==> src/rtl/uart_rx_frame_ctrl.sv <==
// rtl/uart_rx_frame_ctrl.sv - UART RX frame controller: start detect, 3-sample vote, deserialise, start/stop checks
module uart_rx_frame_ctrl #(
  parameter int DATA_WIDTH = 8,
  parameter int PRESCALE_W = 6
) (
  input  logic                  clk,
  input  logic                  rst,
  input  logic                  RX_IN,
  input  logic                  PAR_EN,
  input  logic [PRESCALE_W-1:0] prescale,
  input  logic                  par_err,
  output logic                  sampled_bit,
  output logic [DATA_WIDTH-1:0] P_data,
  output logic                  parity_check_en,
  output logic                  data_valid,
  output logic                  strt_glitch,
  output logic                  stp_err,
  output logic                  busy
);

  localparam int BW = (DATA_WIDTH > 1) ? $clog2(DATA_WIDTH) : 1;
  localparam logic [BW-1:0]         LAST_BIT = BW'(DATA_WIDTH - 1);
  localparam logic [PRESCALE_W-1:0] ONE      = PRESCALE_W'(1);
  localparam logic [PRESCALE_W-1:0] MIN_PS   = PRESCALE_W'(8);

  typedef enum logic [2:0] {IDLE, START, DATA, PARITY, STOP} state_t;

  state_t                state;
  logic [PRESCALE_W-1:0] ps_lat;
  logic [PRESCALE_W-1:0] edge_cnt;
  logic [BW-1:0]         bit_cnt;
  logic                  s0;
  logic                  s1;
  logic                  pe_flag;
  logic                  par_frame;

  logic [PRESCALE_W-1:0] half;
  logic [PRESCALE_W-1:0] last;
  logic                  bit_end;
  logic                  maj;

  assign half    = ps_lat >> 1;
  assign last    = ps_lat - ONE;
  assign bit_end = (edge_cnt == last);
  assign maj     = (s0 & s1) | (s0 & RX_IN) | (s1 & RX_IN);
  assign busy    = (state != IDLE);

  always_ff @(posedge clk) begin
    if (!rst) begin
      state           <= IDLE;
      ps_lat          <= MIN_PS;
      edge_cnt        <= '0;
      bit_cnt         <= '0;
      s0              <= 1'b1;
      s1              <= 1'b1;
      pe_flag         <= 1'b0;
      par_frame       <= 1'b0;
      sampled_bit     <= 1'b1;
      P_data          <= '0;
      parity_check_en <= 1'b0;
      data_valid      <= 1'b0;
      strt_glitch     <= 1'b0;
      stp_err         <= 1'b0;
    end else begin
      parity_check_en <= 1'b0;
      data_valid      <= 1'b0;
      strt_glitch     <= 1'b0;
      stp_err         <= 1'b0;

      // Bit timing and the three mid-bit samples run identically in every framed state.
      if (state != IDLE) begin
        edge_cnt <= bit_end ? '0 : edge_cnt + ONE;
        if (edge_cnt == half - ONE) s0 <= RX_IN;
        if (edge_cnt == half)       s1 <= RX_IN;
        if (edge_cnt == half + ONE) sampled_bit <= maj;
      end

      case (state)
        IDLE: begin
          if (!RX_IN) begin
            state     <= START;
            edge_cnt  <= ONE;
            ps_lat    <= (prescale < MIN_PS) ? MIN_PS : prescale;
            pe_flag   <= 1'b0;
            par_frame <= 1'b0;
          end
        end
        START: begin
          if (bit_end) begin
            if (sampled_bit) begin
              strt_glitch <= 1'b1;
              state       <= IDLE;
            end else begin
              state   <= DATA;
              bit_cnt <= '0;
            end
          end
        end
        DATA: begin
          if (bit_end) begin
            P_data <= {sampled_bit, P_data[DATA_WIDTH-1:1]};
            if (bit_cnt == LAST_BIT) begin
              state     <= PAR_EN ? PARITY : STOP;
              par_frame <= PAR_EN;
            end else begin
              bit_cnt <= bit_cnt + BW'(1);
            end
          end
        end
        PARITY: begin
          // Registered, so raise it one edge early to cover the bit's last cycle.
          if (edge_cnt == last - ONE) parity_check_en <= 1'b1;
          if (bit_end) state <= STOP;
        end
        STOP: begin
          if (edge_cnt == '0 && par_frame) pe_flag <= par_err;
          if (bit_end) begin
            if (!sampled_bit)  stp_err    <= 1'b1;
            else if (!pe_flag) data_valid <= 1'b1;
            state <= IDLE;
          end
        end
        default: state <= IDLE;
      endcase
    end
  end

endmodule

==> config.mk <==
export PLATFORM = sky130hd
export DESIGN_NAME = uart_rx_frame_ctrl
export DESIGN_NICKNAME = d
export VERILOG_FILES = /design/src/rtl/uart_rx_frame_ctrl.sv
export SDC_FILE = /design/constraint.sdc
export NUM_CORES = 1
export LEC_CHECK = 0
export CAP_MARGIN = 20
export CORE_MARGIN = 2
export CORE_UTILIZATION = 28
export CTS_BUF_LIST = sky130_fd_sc_hd__clkbuf_16
export DETAILED_ROUTE_END_ITERATION = 7
export GPL_TIMING_DRIVEN = 0
export HOLD_SLACK_MARGIN = 0.06
export PLACE_DENSITY = 0.52
export SYNTH_ARGS = -nofsm -noshare
export SYNTH_HDL_FRONTEND = slang
export SYNTH_SLANG_ARGS = --single-unit
==> constraint.sdc <==
create_clock -name clk -period 2.3 [get_ports clk]
set_input_delay 0.46 -clock clk [delete_from_list [all_inputs] [get_ports clk]]
set_output_delay 0.46 -clock clk [all_outputs]
set_load 0.005 [all_outputs]
Yosys cells after proc, flatten, opt, wreduce, memory -nomap -nowiden
Cells that the tools add are included.

Latch bits: 0. Output and inout bits: 14. Bits in writable memories: 0. Memories kept: 0. ROM bits: 0. Word-level logic and storage cells: 95. Register bits after elaboration: 35.

Magnitude comparators: 1. Multiply operators: 0. Bitwise logic cells: 6. $add $sub $neg: 6. Div/mod/pow operators: 0. Reductions and logical operators: 20. Mux-type cells: 29. Shift operators: 0. Equality and inequality tests: 19.

Operators with widths (number): $mux W3 (11); $mux W6 (5); $eq A6 B6 Y1 (4); $ne A2 B2 Y1 const B (9); $pmux W3 S5 (1); $reduce_and A2 Y1 (6); $sub A6 B1 Y6 const B (2); $reduce_and A3 Y1 (3); $mux W1 (8); $reduce_and A4 Y1 (2); $add A5 B1 Y6 const B (1); $add A6 B1 Y6 const B (1); $eq A3 B2 Y1 const B (2); $eq A3 B3 Y1 const B (2); $eq A6 B5 Y1 (1); $logic_not A6 Y1 (1); $lt A6 B4 Y1 const B (1); $pmux W3 S2 (1); $reduce_and A6 Y1 (1); $reduce_bool A2 Y1 (3); $sub A5 B1 Y6 const B (1); $reduce_and A5 Y1 (1); $pmux W1 S2 (2); $add A3 B1 Y3 const B (1); other kinds (8) (11).

Depth between registers and ports, before layout
Gate-level depths: netlist of the first run.

Depth after elaboration: 6. Gate-level depth with buffers: 10. Depth with buffers taken out: 8.

Worst setup path after synthesis of the first run
Ideal clock, no wire load.

Kind: register -> register. Start point: register ps_lat[0]. End point: register bit_cnt[0]. Arrival time: 2174 ps. Buffers on the path: 2. Stages on the path, launching flop included: 11. Data required time: 2177 ps. Setup slack: 2 ps. Path through: dfxtp_1 -> clkbuf_1 -> inv_1 -> ha_1 -> nor3b_4 -> xnor2_1 -> nor4_2 -> nand3_1 -> or3_1 -> clkbuf_1 -> mux2i_1.

Word-level cells in the longest chain between the ends: 4. Elaborated cells on any way between the ends: 5.

Ends and longest elaborated chain: from (decl) (line 29) `logic [PRESCALE_W-1:0] ps_lat;`; from (signal assigned) (line 83) `ps_lat <= (prescale < MIN_PS) ? MIN_PS : prescale;`; $sub A6 B1 Y6 * (line 43) `assign last = ps_lat - ONE;`; $eq A6 B6 Y1 * (line 44) `assign bit_end = (edge_cnt == last);`; $ne A2 B2 Y1 (no line); $reduce_and A5 Y1 (no line) *; to (signal assigned) (line 106) `bit_cnt <= bit_cnt + BW'(1);`; to (decl) (line 31) `logic [BW-1:0] bit_cnt;`.

Mark *: on every way between the ends. The rest lies on a longest branch, timed or not. A chain may end at the register's enable or synchronous reset.

Worst setup path after layout of the first run
Start point: register state[0]. End point: output port busy.

Word-level cells in the longest chain between the ends: 1.

Ends and longest elaborated chain: from (decl) (line 28) `state_t state;`; from (signal assigned) (line 103) `state <= PAR_EN ? PARITY : STOP;`; $reduce_bool A3 Y1 (line 46) `assign busy = (state != IDLE);`; to (decl) (line 18) `output logic busy`.

Every way passes these cells.

==> results.py, run 1 <==
metrics = {
    "routing": {
        "viasPerCell": 4.777,
        "wl_um": 5406,
        "drc_errors": 0,
        "dr.pass1.iters": 4,
        "antenna_left": 0,
        "vias": 1968,
        "drtIter0Drc": 97,
        "wl_per_cell_um": 13.12,
    },
    "clock_tree": {
        "cts_tree": "yes",
        "htree_levels": 2,
        "cts_buffers": 5,
        "clock_sinks": 35,
        "clkLatencyLatePin_ps": 290,
        "clk_pin_slew_ps": 60,
        "hold_buffers": 0,
        "clockRootBuffer": "clkbuf_16",
        "cts_buffer_depth": 2,
    },
    "critical_path": {
        "arrival_ps": 1720,
        "crit_end": "busy",
        "cp-start-kind": "flop",
        "r2r_slack_ps": 130,
        "critPathLaunch": "state[0]$_SDFFE_PN0P_",
        "r2r_start": "ps_lat[1]$_SDFFE_PN0P_",
        "cp_max_fo": 11,
        "timing.rr.end": "sampled_bit$_SDFFE_PN1P_",
        "crit_type": "flop to output pin",
        "worst_r2r_path_depth": 7,
        "required_ps": 1840,
        "end_kind": "output pin",
    },
    "finish": {
        "fin_util_pct": 37.90,
        "final_area_mm2": 0.002929,
        "fillers": 794,
        "insertedDiodeCount": 0,
        "nets": 329,
        "area_growth_syn_to_layout_pct": 31.00,
        "layout-drive-gt1-share_pct": 16.45,
    },
    "floorplan": {
        "pin_count": 25,
        "die_h_um": 93.36,
        "die_w_um": 93.36,
        "rows": 32,
        "start_util_pct": 28.93,
        "die_area_mm2": 0.008716,
        "design.core.area_mm2": 0.007727,
    },
    "timing": {
        "period_minus_slack_ps": 2182,
        "setup_viol": 0,
        "finalCritPeriodShare_pct": 94.87,
        "finalHoldViolCount": 0,
        "fin_ws_ps": 117.9,
        "slew_headroom_pct": 63.44,
        "tightest_slew_ps": 547.0,
        "setup-tns-final_ps": 0,
        "fmax_mhz": 458.3,
        "slew_viol_final": 0,
        "rsz0062_at_grt": "yes",
        "fin_skew_ps": 8.293,
    },
    "power": {
        "irDropWorstVdd_mv": 0.2665,
        "total_power_w": 0.001959,
        "pwr_density_cell_mw_per_mm2": 668.7,
        "leakagePower_nw": 1.099,
    },
    "status": {
        "status": "completed",
    },
    "grt": {
        "grt_pass1_vias": 1895,
        "grt_start_max_net_pins": 14,
        "gr-total-overflow": 0,
        "antenna_found_initial": 0,
        "grt_util_all_layers_pct": 13.23,
        "grt_pass1_wl_um": 9101,
    },
    "yosys": {
        "synth_top_area_share_pct": 31.34,
        "synth_top_area_cell": "dfxtp_1",
        "synth_cell_type_count": 48,
        "synth-edff-count": 0,
        "netlist_instances": 270,
        "yosysSeqAreaShare_pct": 31.34,
        "synth-seq-cells": 35,
        "syn-cell-area_mm2": 0.002236,
        "async_flop_share_pct": 0,
        "syn_nets": 290,
        "yosys_most_used_dff": "dfxtp_1",
        "yosysMostFrequentCell": "nand2_1",
        "syn_avg_cell_area_um2": 8.281,
        "ys_warn_count": 0,
        "ys_top_cells_by_count": "nand2_1, dfxtp_1, mux2i_1, nand3_1",
        "yosys-top-cells-area": "dfxtp_1, mux2i_1, nand2_1, xnor2_1, ha_1",
    },
    "placed_design": {
        "gp_congestion": 0.7997,
        "place_ws_ps": -306.2,
        "placedInstanceArea_mm2": 0.002594,
        "hpwl_um": 3979,
        "port_buffers": 23,
    },
    "min_path": {
        "hp-class": "flop to flop",
    },
    "job": {
        "drv_cap": 0,
    },
}
-- cell usage in the layout, fill, tap and decap left out, types with 4 or more instances in the layout --
cell             count
nor2b_1              5
ha_1                 7
xnor2_1             11
nor2_1              14
mux2i_1             17
nand3_1             17
a21oi_1              5
clkbuf_16            5
buf_4               12
xor2_1              11
nand4_1              8
nand3b_1             4
nand2b_1             5
dfxtp_1             30
inv_1                6
clkbuf_1             8
dfxtp_2              5
nand2_1             38
o21ai_1              4
a21boi_1             6
buf_2                4
nor3_1               8
clkdlybuf4s50_1     23
-- power by group --
| part | leakage (nW) | internal [W] | switching, W |
|---|---|---|---|
| combinational | 0.743 | 0.000285 | 0.000302 |
| clock | 0.0700 | 0.000405 | 0.000281 |
| sequential | 0.286 | 0.000636 | 0.0000497 |
-- through the flow --
stage | hold slack [ps] | cells
after CTS | 468.8 | 404
after floorplan | 398.8 | 270
final | 464.8 | 412
after global routing | 490.4 | 412
after detailed placement | 457.7 | 395
after global placement | 451.6 | 395
-- per-layer routing --
layer	wire length, um	vias to the layer above	global-route usage (%)	part of all wire, %
met5	0	-	0	0
met4	91	0	4.657	1.7
met3	202	8	3.223	3.7
met2	2434	29	20.62	45
met1	2677	915	17.78	50
li1	-	1016	-	-
-- worst max-delay path, stage by stage (launching register included) --
cell,delay [ps]
dfxtp_2,380
nor3_4,270
inv_2,80
clkbuf_2,210
clkdlybuf4s50_1,500
-- repair_timing --
action | CTS | global route
buffers inserted | 5 | 8
pin swaps | 5 | 7
resized for setup | 15 | 10
endpoints found under the setup margin | 24 | 23
-- logic make-up after synthesis --
| family | after synthesis | share of synthesized area (%) |
|---|---|---|
| XOR/XNOR | 28 | 12.76 |
| AND/OR/NAND/NOR | 116 | 26.75 |
| flip-flops | 35 | 31.34 |
| buffers and inverters | 29 | 5.484 |
| AO/OA/AOI/OAI | 35 | 10.58 |
| multiplexers | 17 | 7.610 |
| adder cells (fa/ha/maj) | 10 | 5.484 |
-- worst min-delay path by stage --
| stage | start | end | slack, ps | cells after the start |
|---|---|---|---|---|
| 4_1_cts | bit_cnt[1]$_SDFFE_PN0P_ | bit_cnt[1]$_SDFFE_PN0P_ | 470 | 2 |
| 2_1_floorplan | pe_flag$_SDFFE_PN0P_ | data_valid$_SDFF_PN0_ | 400 | 1 |
| 5_1_grt | P_data[0]$_SDFFE_PN0P_ | P_data[0]$_SDFFE_PN0P_ | 490 | 2 |
| 3_5_place_dp | P_data[0]$_SDFFE_PN0P_ | P_data[0]$_SDFFE_PN0P_ | 460 | 2 |
| 3_3_place_gp | bit_cnt[1]$_SDFFE_PN0P_ | bit_cnt[1]$_SDFFE_PN0P_ | 450 | 2 |
| 6_report | bit_cnt[2]$_SDFFE_PN0P_ | bit_cnt[2]$_SDFFE_PN0P_ | 460 | 2 |
-- state kept, by name, summed over array words and instances, names as in the netlist --
name / cells
parity_check_en: 1
edge_cnt: 6
bit_cnt: 3
s1: 1
par_frame: 1
data_valid: 1
sampled_bit: 1
strt_glitch: 1
P_data: 8
ps_lat: 6
s0: 1
pe_flag: 1
stp_err: 1
state: 3
-- final cells by class --
cell class / instances / area, um^2 / share of cell area, %
Buffer: 17 / 96.34 / 3.289
Clock buffer: 5 / 125.1 / 4.272
Timing Repair Buffer: 36 / 340.3 / 11.62
Clock inverter: 3 / 25.02 / 0.8543
Inverter: 8 / 30.03 / 1.025
Sequential cell: 35 / 706.9 / 24.13
Multi-Input combinational cell: 206 / 1478 / 50.45
Tap cell: 102 / 127.6 / 4.357
No activity file was read; power rests on OpenSTA's default activity.
==> run 2, diff against run 1 <==
--- a/config.mk
+++ b/config.mk
@@ -13,6 +13,7 @@
 export GPL_TIMING_DRIVEN = 0
 export HOLD_SLACK_MARGIN = 0.06
 export PLACE_DENSITY = 0.52
+export SETUP_SLACK_MARGIN = 0.5
 export SYNTH_ARGS = -nofsm -noshare
 export SYNTH_HDL_FRONTEND = slang
 export SYNTH_SLANG_ARGS = --single-unit
==> results.py, run 2 (synthesis gave the netlist of run 1 again) <==
metrics = {
    "status": {
        "status": "completed",
    },
    "critical_path": {
        "end_kind": "flop",
        "cp-start-kind": "flop",
        "arrival_ps": 2310,
        "required_ps": 2470,
        "path_cells": "buf_8 -> inv_4 -> ha_4 -> nor3b_4 -> xnor2_2 -> nor4_2 -> nand3_1 -> or3_1 -> clkbuf_8 -> mux2i_1",
        "crit_type": "flop to flop",
        "cp_slowest_cell": "or3_1",
        "cp_max_fo": 3,
        "slowest_delay_ps": 350,
    },
    "floorplan": {
        "die_area_mm2": 0.008716,
        "pin_count": 25,
        "die_w_um": 93.36,
        "start_util_pct": 28.93,
        "die_h_um": 93.36,
        "rows": 32,
        "design.core.area_mm2": 0.007727,
    },
    "clock_tree": {
        "clock_sinks": 35,
        "cts_buffers": 5,
        "hold_buffers": 0,
        "clk_pin_slew_ps": 60,
        "cts_buffer_depth": 2,
        "cts_tree": "yes",
        "clkLatencyLatePin_ps": 280,
        "htree_levels": 2,
        "clockRootBuffer": "clkbuf_16",
    },
    "min_path": {
        "hp-class": "flop to flop",
    },
    "grt": {
        "grt_util_all_layers_pct": 13.91,
        "grt_start_max_net_pins": 13,
        "antenna_found_initial": 0,
        "grt_pass1_wl_um": 9639,
        "gr-total-overflow": 0,
        "grt_pass1_vias": 2031,
    },
    "finish": {
        "nets": 347,
        "regArea_um2": 708.2,
        "regMostFlops": "P_data",
        "largest_reg_flops": 8,
        "insertedDiodeCount": 0,
        "layout_common_cells": "nand2_1, dfxtp_1, clkdlybuf4s50_1, buf_4, mux2i_1",
        "final_common_cell": "nand2_1",
        "area_growth_syn_to_layout_pct": 48.29,
        "final_area_mm2": 0.003316,
        "fillers": 747,
        "multi_input_area_mm2": 0.001627,
        "top_regs": "P_data (8), edge_cnt (6), ps_lat (6)",
        "layout-drive-gt1-share_pct": 28.35,
        "fin_util_pct": 42.91,
    },
    "routing": {
        "vias": 2066,
        "drtIter0Drc": 89,
        "wl_um": 5855,
        "dr.pass1.iters": 4,
        "viasPerCell": 4.805,
        "wl_per_cell_um": 13.62,
        "drc_errors": 0,
        "antenna_left": 0,
    },
    "timing": {
        "tightest_slew_ps": 428.0,
        "fin_skew_ps": 2.953,
        "slew_headroom_pct": 71.46,
        "rsz0062_at_grt": "yes",
        "period_minus_slack_ps": 2136,
        "fmax_mhz": 468.1,
        "finalHoldViolCount": 0,
        "finalCritPeriodShare_pct": 92.88,
        "setup_viol": 0,
        "whs_ps": 463.7,
        "slew_viol_final": 0,
    },
    "placed_design": {
        "gp_congestion": 0.8041,
        "placedInstanceArea_mm2": 0.002689,
        "hpwl_um": 3968,
        "port_buffers": 23,
    },
    "power": {
        "leakagePower_nw": 1.271,
        "pwr_density_cell_mw_per_mm2": 666.1,
        "irDropWorstVdd_mv": 0.2974,
    },
    "job": {
        "drv_cap": 0,
    },
}
run 2: cell types whose count changed in the layout (fill, tap and decap cells not counted), moves of 3 or more:
cell      previous run  this run
buf_4               12        20
buf_6                2        13
clkbuf_1             8         3
clkbuf_2             1         5
ha_4                 0         3
nor2_1              14        11
run 2: path summary, 6_finish.rpt:
| check | from | endpoint | slack (ps) | cells past startpoint |
|---|---|---|---|---|
| worst max-delay path | ps_lat[0]$_SDFFE_PN0P_ | bit_cnt[2]$_SDFFE_PN0P_ | 160 | 10 |
| worst min-delay path | P_data[0]$_SDFFE_PN0P_ | P_data[0]$_SDFFE_PN0P_ | 460 | 2 |
| worst max register to register | ps_lat[0]$_SDFFE_PN0P_ | bit_cnt[2]$_SDFFE_PN0P_ | 160 | 10 |
| worst min register to register | P_data[0]$_SDFFE_PN0P_ | P_data[0]$_SDFFE_PN0P_ | 460 | 2 |
run 2: metal layers:
metal	up-vias	GRT usage [%]	wire length (um)	part of all wire [%]
met5	-	0	0	0
met4	0	4.534	74	1.3
met3	6	2.901	159	2.7
met2	35	21.82	2744	47
met1	978	19.04	2876	49
li1	1047	-	-	-
run 2: worst max-delay path: cells and delay by family, from the launching register on:
| kind | cells | cell delay (ps) |
|---|---|---|
| multiplexers | 1 | 110 |
| XOR/XNOR | 1 | 110 |
| buffers and inverters | 3 | 310 |
| flip-flops | 1 | 320 |
| adder cells (fa/ha/maj) | 1 | 110 |
| AND/OR/NAND/NOR | 4 | 1050 |
run 2: power breakdown:
group / internal [W] / switching (W) / total (W)
clock network: 0.000511 / 0.000265 / 0.000776
logic: 0.000392 / 0.000376 / 0.000768
registers: 0.000635 / 0.0000293 / 0.000664
run 2: metrics by stage:
| step | total power [W] | instances | setup TNS [ps] | setup slack [ps] |
|---|---|---|---|---|
| CTS | 0.002120 | 422 | 0 | 86.24 |
| global placement | 0.001238 | 395 | -397.4 | -259.5 |
| detailed placement | 0.001240 | 395 | -239.4 | -238.1 |
| finish | 0.002209 | 430 | 0 | 163.7 |
| global route | 0.002320 | 430 | 0 | 31.67 |
| floorplan | 0.001111 | 270 | 0 | 279.4 |
run 2: area by class of cell:
type	instances	share of cell area [%]
Multi-Input combinational cell	206	49.06
Sequential cell	35	21.36
Timing Repair Buffer	50	14.64
Buffer	21	4.868
Tap cell	102	3.849
Clock buffer	5	3.774
Clock inverter	3	1.321
Inverter	8	1.132
run 2: what timing repair did:
action	in CTS	in global routing
gates resized for setup	40	31
pin swaps	14	12
buffers inserted	19	8
endpoints found under the setup margin	35	36
==> run 3, diff against run 2 <==
==> constraint.sdc (replaced) <==
create_clock -name clk -period 2.3 [get_ports clk]
set_input_delay 0.46 -clock clk [delete_from_list [all_inputs] [get_ports clk]]
set_output_delay 0.46 -clock clk [all_outputs]
set_load 0.05 [all_outputs]
==> results.py, run 3 (synthesis gave the netlist of run 1 again) <==
metrics = {
    "timing": {
        "slew_viol_final": 0,
        "finalCritPeriodShare_pct": 91.91,
        "rsz0062_at_grt": "yes",
        "slew_headroom_pct": 67.07,
        "finalHoldViolCount": 0,
        "fin_skew_ps": 6.198,
        "setup_viol": 0,
        "tightest_slew_ps": 493.9,
        "fin_ws_ps": 186.0,
        "fmax_mhz": 473.0,
        "period_minus_slack_ps": 2114,
        "setup-tns-final_ps": 0,
    },
    "critical_path": {
        "cp_max_fo": 3,
        "required_ps": 2470,
        "cp-start-kind": "flop",
        "crit_type": "flop to flop",
        "end_kind": "flop",
        "critPathLaunch": "ps_lat[0]$_SDFFE_PN0P_",
        "timing.rr.end": "bit_cnt[0]$_SDFFE_PN0P_",
        "r2r_start": "ps_lat[0]$_SDFFE_PN0P_",
        "crit_end": "bit_cnt[0]$_SDFFE_PN0P_",
        "worst_r2r_path_depth": 10,
        "arrival_ps": 2290,
        "r2r_slack_ps": 190,
    },
    "grt": {
        "grt_pass1_vias": 1895,
        "grt_most_used_layer": "met2",
        "use_met2_pct": 20.68,
        "use_met1_pct": 19.40,
        "gr-total-overflow": 0,
        "antenna_found_initial": 0,
        "grt_pass1_wl_um": 9404,
        "grt_start_max_net_pins": 13,
        "grt_util_all_layers_pct": 13.66,
        "use_met3_pct": 2.337,
    },
    "finish": {
        "insertedDiodeCount": 0,
        "nets": 336,
        "regArea_um2": 706.9,
        "final_area_mm2": 0.003177,
        "layout-drive-gt1-share_pct": 24.92,
        "final_common_cell": "nand2_1",
        "area_growth_syn_to_layout_pct": 42.08,
        "layout_common_cells": "nand2_1, dfxtp_1, nand3_1, mux2i_1",
        "fillers": 764,
        "top_regs": "P_data (8), edge_cnt (6), ps_lat (6)",
        "multi_input_area_mm2": 0.001629,
        "largest_reg_flops": 8,
        "regMostFlops": "P_data",
    },
    "placed_design": {
        "hpwl_um": 3962,
        "placedInstanceArea_mm2": 0.002698,
        "port_buffers": 23,
        "place_ws_ps": -193.1,
        "gp_congestion": 0.8013,
    },
    "job": {
        "drv_cap": 0,
    },
    "min_path": {
        "hp-start": "P_data[0]$_SDFFE_PN0P_",
        "hp-class": "flop to flop",
    },
    "routing": {
        "viasPerCell": 4.733,
        "wl_per_cell_um": 13.53,
        "drtIter0Drc": 96,
        "dr.pass1.iters": 5,
        "antenna_left": 0,
        "wl_um": 5670,
        "drc_errors": 0,
        "vias": 1983,
    },
    "floorplan": {
        "die_h_um": 93.36,
        "die_w_um": 93.36,
        "pin_count": 25,
        "start_util_pct": 28.93,
        "rows": 32,
        "die_area_mm2": 0.008716,
        "design.core.area_mm2": 0.007727,
    },
    "clock_tree": {
        "htree_levels": 2,
        "clk_pin_slew_ps": 60,
        "clockRootBuffer": "clkbuf_16",
        "cts_buffers": 5,
        "clock_sinks": 35,
        "clkLatencyLatePin_ps": 280,
        "cts_tree": "yes",
        "cts_buffer_depth": 2,
    },
    "power": {
        "irDropWorstVdd_mv": 0.3168,
        "leakagePower_nw": 1.260,
        "pwr_density_cell_mw_per_mm2": 681.9,
    },
    "status": {
        "status": "completed",
    },
}
==> run 3: per-layer routing <==
metal | share of wire [%] | vias up
met5 | 0 | -
met4 | 1.3 | 0
met3 | 3.0 | 4
met2 | 46 | 32
met1 | 50 | 921
li1 | - | 1026
==> run 3: repair_timing <==
action | CTS | global route
pin swaps | 10 | 8
resized for setup | 45 | 28
setup endpoints to repair | 47 | 36
hold buffers | 0 | 0
buffers inserted | 12 | 4
hold endpoints to repair | 0 | 0
==> run 3: how the worst min path moves through the flow <==
| stage | depth (start not counted) | slack (ps) | end |
|---|---|---|---|
| floorplan | 1 | 400 | data_valid$_SDFF_PN0_ |
| global route | 2 | 500 | bit_cnt[1]$_SDFFE_PN0P_ |
| CTS | 2 | 460 | P_data[0]$_SDFFE_PN0P_ |
| global placement | 2 | 450 | bit_cnt[1]$_SDFFE_PN0P_ |
| detailed placement | 2 | 450 | P_data[0]$_SDFFE_PN0P_ |
| finish | 2 | 460 | P_data[0]$_SDFFE_PN0P_ |
==> run 3: final cells by class <==
class	instances	area share, %
multi-input combinational	206	51.28
sequential	35	22.25
timing repair buffer	39	11.42
buffer	21	4.529
tap	102	4.017
clock buffer	5	3.939
clock inverter	3	1.378
inverter	8	1.182
==> run 3: where the power goes <==
part	internal (W)	switching [W]
sequential	0.000635	0.0000270
combinational	0.000331	0.000384
clock	0.000511	0.000278
total	0.00148	0.000689
==> run 3: per-stage QoR <==
stage | hold slack (ps) | util [%] | cells | total power, W
after global placement | 449.7 | 34.91 | 395 | 0.001269
after detailed placement | 447.8 | 34.91 | 395 | 0.001273
after CTS | 464.1 | 39.48 | 415 | 0.002112
after global routing | 498.1 | 41.11 | 419 | 0.002274
after floorplan | 398.8 | - | 270 | 0.001142
final | 460.0 | 41.11 | 419 | 0.002166
==> run 3: critical path: stages (launching register included) <==
cell	delay (ps)
dfxtp_2	340
buf_8	100
inv_4	30
ha_4	160
xnor2_4	160
xnor2_2	140
nor4_2	290
nand3_1	180
or3_4	360
buf_6	130
mux2i_1	110
